<file path="config.mk">
export PLATFORM = sky130hd
export DESIGN_NAME = bennett_sequencer
export DESIGN_NICKNAME = d
export VERILOG_FILES = /design/src/rtl/bennett_sequencer.sv
export SDC_FILE = /design/constraint.sdc
export NUM_CORES = 1
export LEC_CHECK = 0
export ABC_AREA = 1
export CORE_MARGIN = 2
export CORE_UTILIZATION = 38
export CTS_BUF_LIST = sky130_fd_sc_hd__clkbuf_4
export DETAILED_ROUTE_END_ITERATION = 8
export HOLD_SLACK_MARGIN = 0.05
export PLACE_DENSITY = 0.84
export SYNTH_ARGS = -nofsm -noshare
export SYNTH_HDL_FRONTEND = slang
export SYNTH_SLANG_ARGS = --single-unit
</file>
<file path="constraint.sdc">
create_clock -name clk -period 1.3 [get_ports clk]
set_clock_uncertainty 0.05 [all_clocks]
set_input_delay 0.195 -clock clk [delete_from_list [all_inputs] [get_ports clk]]
set_output_delay 0.195 -clock clk [all_outputs]
set_load 0.005 [all_outputs]
</file>
<file path="src/rtl/bennett_sequencer.sv">
// Bennett-clock front end for adiabatic datapaths: accepts an operand pair, ramps
// the phase levels up in order, captures the result at the plateau, then ramps down.
module bennett_sequencer #(
    parameter int DATA_W      = 16,
    parameter int LEVELS      = 2,
    parameter int HOLD_CYCLES = 1
) (
    input  logic              clk,
    input  logic              reset,
    input  logic              in_valid,
    output logic              in_ready,
    input  logic [DATA_W-1:0] in_a,
    input  logic [DATA_W-1:0] in_b,
    output logic [DATA_W-1:0] op_a,
    output logic [DATA_W-1:0] op_b,
    output logic [LEVELS-1:0] clkp,
    output logic [LEVELS-1:0] clkn,
    input  logic [DATA_W-1:0] dp_out,
    output logic              out_valid,
    input  logic              out_ready,
    output logic [DATA_W-1:0] out_data,
    output logic              instFlag
);
    localparam int KW = (LEVELS > 1) ? $clog2(LEVELS) : 1;
    localparam int HW = (HOLD_CYCLES > 1) ? $clog2(HOLD_CYCLES) : 1;
    localparam logic [KW-1:0] K_LAST = KW'(LEVELS - 1);
    localparam logic [HW-1:0] H_LAST = HW'(HOLD_CYCLES - 1);

    typedef enum logic [1:0] {IDLE, RISE, HOLD, FALL} state_e;

    state_e              state_q, state_d;
    logic [KW-1:0]       k_q, k_d;
    logic [HW-1:0]       hcnt_q, hcnt_d;
    logic [LEVELS-1:0]   clkp_q, clkp_d;
    logic [LEVELS-1:0]   clkn_q, clkn_d;
    logic [DATA_W-1:0]   op_a_q, op_a_d;
    logic [DATA_W-1:0]   op_b_q, op_b_d;
    logic [DATA_W-1:0]   out_data_q, out_data_d;
    logic                out_valid_q, out_valid_d;
    logic                flag_q, flag_d;
    logic                accept;

    // Only accept when the result slot is free or draining this edge, so the
    // capture several edges later can never overwrite an unread result.
    assign in_ready = reset && (state_q == IDLE) && (!out_valid_q || out_ready);
    assign accept   = in_valid && in_ready;

    always_comb begin
        state_d     = state_q;
        k_d         = k_q;
        hcnt_d      = hcnt_q;
        clkp_d      = clkp_q;
        op_a_d      = op_a_q;
        op_b_d      = op_b_q;
        out_data_d  = out_data_q;
        out_valid_d = out_valid_q && !out_ready;
        flag_d      = 1'b0;
        case (state_q)
            IDLE: begin
                if (accept) begin
                    op_a_d  = in_a;
                    op_b_d  = in_b;
                    k_d     = '0;
                    state_d = RISE;
                end
            end
            RISE: begin
                clkp_d[k_q] = 1'b1;
                if (k_q == K_LAST) begin
                    hcnt_d  = '0;
                    state_d = HOLD;
                end else begin
                    k_d = k_q + KW'(1);
                end
            end
            HOLD: begin
                if (hcnt_q == H_LAST) begin
                    out_data_d  = dp_out;
                    out_valid_d = 1'b1;
                    k_d         = K_LAST;
                    state_d     = FALL;
                end else begin
                    hcnt_d = hcnt_q + HW'(1);
                end
            end
            FALL: begin
                clkp_d[k_q] = 1'b0;
                if (k_q == '0) begin
                    flag_d  = 1'b1;
                    state_d = IDLE;
                end else begin
                    k_d = k_q - KW'(1);
                end
            end
            default: state_d = IDLE;
        endcase
        clkn_d = ~clkp_d;
    end

    always_ff @(posedge clk or negedge reset) begin
        if (!reset) begin
            state_q     <= IDLE;
            k_q         <= '0;
            hcnt_q      <= '0;
            clkp_q      <= '0;
            clkn_q      <= '1;
            op_a_q      <= '0;
            op_b_q      <= '0;
            out_data_q  <= '0;
            out_valid_q <= 1'b0;
            flag_q      <= 1'b0;
        end else begin
            state_q     <= state_d;
            k_q         <= k_d;
            hcnt_q      <= hcnt_d;
            clkp_q      <= clkp_d;
            clkn_q      <= clkn_d;
            op_a_q      <= op_a_d;
            op_b_q      <= op_b_d;
            out_data_q  <= out_data_d;
            out_valid_q <= out_valid_d;
            flag_q      <= flag_d;
        end
    end

    assign op_a      = op_a_q;
    assign op_b      = op_b_q;
    assign clkp      = clkp_q;
    assign clkn      = clkn_q;
    assign out_valid = out_valid_q;
    assign out_data  = out_data_q;
    assign instFlag  = flag_q;
endmodule
</file>
==> reports/qor.json <==
{
  "outcome": "complete, but fails checks",
  "violated_checks": "negative setup slack",
  "synth_simple_gate_area_share_pct": 28.4,
  "crit_type": "register to output pin",
  "clockBufferDepth": 2,
  "syn_inst": 253,
  "postLayoutCellArea_um2": 3970,
  "post_drt_wl_per_cell_um": 14.3,
  "tritoncts": "built",
  "cts_buffers": 9,
  "synthToLayoutAreaGrowth_pct": 72.9,
  "firstDrtPassIters": 4,
  "layout_filler_cell_count": 462,
  "layout.cells.non_filler": 474,
  "clock-sinks": 57,
  "buffer_ports.inserted": 106,
  "grt_first_pass_wirelength_um": 9560,
  "placedCellCount": 434,
  "grt_overflow_total": 0,
  "antenna_found_initial": 0,
  "headroom_to_the_max_slew_limit_pct": 53.3,
  "die_y_um": 81.7,
  "r2r_setup_slack_ns": -0.18,
  "largest_net_degree_at_the_start_of_global_routing": 58,
  "finish.net_count": 452,
  "root_buffer": "sky130_fd_sc_hd__clkbuf_4",
  "initial_utilization_pct": 39.0,
  "report.final.setup_viol": 35,
  "met3_length_um": 517,
  "synth_top_flop_cell": "sky130_fd_sc_hd__dfrtp_1",
  "synth-seq-cells": 57,
  "clk_transition_reported_paths_ns": 0.09,
  "synth_area_in_compound_gates_pct": 1.42,
  "final.period_utilization_pct": 120,
  "leakage_uw": 0.00202,
  "met1_length_um": 2740,
  "clock_insertion_delay_worst_skew_ns": 0.37,
  "worst_slack_ns": -0.266,
  "number_of_enable_type_register_cells_in_the_synthesized_netlist": 0,
  "design.die.area_um2": 6680,
  "report.final.hold_viol_count": 0,
  "p_total_uw": 8590,
  "grtUsageTotal_pct": 19.1,
  "syn_area_um2": 2300,
  "synth-xor-area-share_pct": 0,
  "grt_setup_unrepaired": "yes",
  "synth.most_common_cell": "sky130_fd_sc_hd__nand2_1",
  "final.min_clock_period_ns": 1.57,
  "die_width_um": 81.7,
  "synthAdderAreaFrac_pct": 2.72,
  "critPathRequiredTime_ns": 1.05,
  "layout-drive-gt1-share_pct": 20.3,
  "ys.warnings.count": 0,
  "post-synth-top-area-cell": "sky130_fd_sc_hd__dfrtp_1",
  "max-cap-violations": 0,
  "detailed_place_hpwl_um": 4100,
  "main_combinational_cell_family_by_area_after_synthesis": "simple AND/OR/NAND/NOR gates",
  "worst-slew-pin-transition_ns": 0.700,
  "gp_routability_congestion": 0.720,
  "post_synth_most_frequent_cells": "sky130_fd_sc_hd__nand2_1 (123), sky130_fd_sc_hd__dfrtp_1 (55), sky130_fd_sc_hd__nand3_1 (34)",
  "wl_um": 6790,
  "synth_top_area_share_pct": 59.9,
  "timing.hold.worst.class": "input port to register",
  "h-tree-depth": 3,
  "worst_ir_drop_vdd_mv": 1.18,
  "met2_wirelength_um": 3410,
  "drt-initial-drc-count": 115,
  "critical_path.endpoint_type": "output pin",
  "diodes": 0,
  "place_area_um2": 3500,
  "ys_seq_area_share_pct": 62.2,
  "syn_avg_cell_area_um2": 9.07,
  "core_rows": 28,
  "synth.area.top_cells": "sky130_fd_sc_hd__dfrtp_1 (60%), sky130_fd_sc_hd__nand2_1 (20%), sky130_fd_sc_hd__nand3_1 (7.4%)",
  "pin_count": 107,
  "start_kind": "register",
  "worstPathArrival_ns": 1.32,
  "postSynth.asyncResetShare_pct": 100,
  "postSynthNetCount": 310,
  "routed_via_density": 4.78,
  "cp_max_fo": 2,
  "detailed_route_via_count": 2267,
  "drcViolationCount": 0,
  "core_region_area_um2": 5890,
  "timing.setup.tns_ns": -4.77,
  "highest-signal-layer": "met4",
  "synth_cell_type_count": 18,
  "synth_mux_area_share_pct": 0,
  "max_frequency_ghz": 0.639,
  "grt_pass1_vias": 2141,
  "maxSlewViolCount": 0,
  "ant_nets": 0,
  "power_per_cell_area_nw_per_um2": 2160
}
==> metal layers <==
metal	global-route usage [%]	vias up
met5	0	-
met4	8.50	0
met3	5.38	14
met2	32.8	105
met1	22.0	1076
li1	-	1072
==> cells in the final DEF, fill, tap and decap left out, drive strengths merged <==
master / Yosys / layout
nand2: 123 / 123
dfrtp: 55 / 55
clkdlybuf4s50: 0 / 50
clkdlybuf4s15: 0 / 46
buf: 10 / 40
nand3: 35 / 35
clkbuf: 3 / 15
inv: 12 / 13
ha: 5 / 5
clkinv: 1 / 4
a21oi: 2 / 2
dfstp: 2 / 2
dlygate4sd2: 0 / 2
nor2: 1 / 1
a22oi: 1 / 1
o22ai: 1 / 1
o21ai: 1 / 1
or2: 1 / 1
bufinv: 0 / 1
dlygate4sd3: 0 / 1
==> critical path: stages (launching register included) <==
cell and delay (ns):
sky130_fd_sc_hd__dfrtp_1 0.40, sky130_fd_sc_hd__inv_2 0.08, sky130_fd_sc_hd__ha_4 0.15, sky130_fd_sc_hd__nand2_4 0.05, sky130_fd_sc_hd__a21oi_4 0.12, sky130_fd_sc_hd__buf_2 0.15
==> logic make-up after synthesis <==
group	Yosys count
simple gates	160
flops	57
buf+inv	26
compound gates	5
fa+ha+maj	5
==> flip-flops by register name, summed over array words and instances, names as in the netlist <==
register and cells:
clkp 2, op_a 16, instFlag 1, out_valid 1
k_q 1, state_q 2, out_data 16, op_b 16
clkn 2
==> where the power goes <==
group / switching [µW] / internal [µW]
Clock: 601 / 580
Sequential: 474 / 2640
Combinational: 1910 / 2390
Total: 2980 / 5610
==> path summary, 6_finish.rpt <==
check                                                 to  cells after the start              startpoint
worst min-delay path            out_data[12]$_DFFE_PN0P_                      3              dp_out[12]
worst min register to register       op_b[6]$_DFFE_PN0P_                      2     op_b[6]$_DFFE_PN0P_
max in group asynchronous        out_data[5]$_DFFE_PN0P_                      3                   reset
worst max register to register       op_a[0]$_DFFE_PN0P_                      9  state_q[0]$_DFFE_PN0P_
worst max-delay path                            in_ready                      5  state_q[0]$_DFFE_PN0P_
min in group asynchronous            op_a[8]$_DFFE_PN0P_                      3                   reset
==> through the flow <==
| stage | setup slack, ns | util (%) | hold WS (ns) |
|---|---|---|---|
| after CTS | -0.302 | 64.1 | 0.267 |
| after detailed placement | -0.394 | 59.5 | 0.364 |
| after global routing | -0.336 | 67.5 | 0.281 |
| final | -0.266 | 67.5 | 0.297 |
| after floorplan | -0.0168 | - | -0.151 |
| after global placement | -0.418 | 59.5 | 0.345 |
==> layout make-up <==
type                            count  area, µm²  share of cell area [%]
Sequential cell                    57       1430                    36.0
Timing Repair Buffer              144       1410                    35.5
Multi-Input combinational cell    170        863                    21.7
Tap cell                           75       93.8                    2.36
Clock buffer                       10       75.1                    1.89
Inverter                           13       51.3                    1.29
Clock inverter                      5       47.5                    1.20
==> what timing repair did <==
item / 4_1_cts / 5_1_grt
resized for setup: 112 / 37
endpoints found under the setup margin: 107 / 83
pin swaps: 6 / 6
hold endpoints to repair: 55 / 0
setup buffers: 13 / 13
gates cloned: 1 / 2
hold buffers: 1 / 0
(Power assumes the default switching activity.)
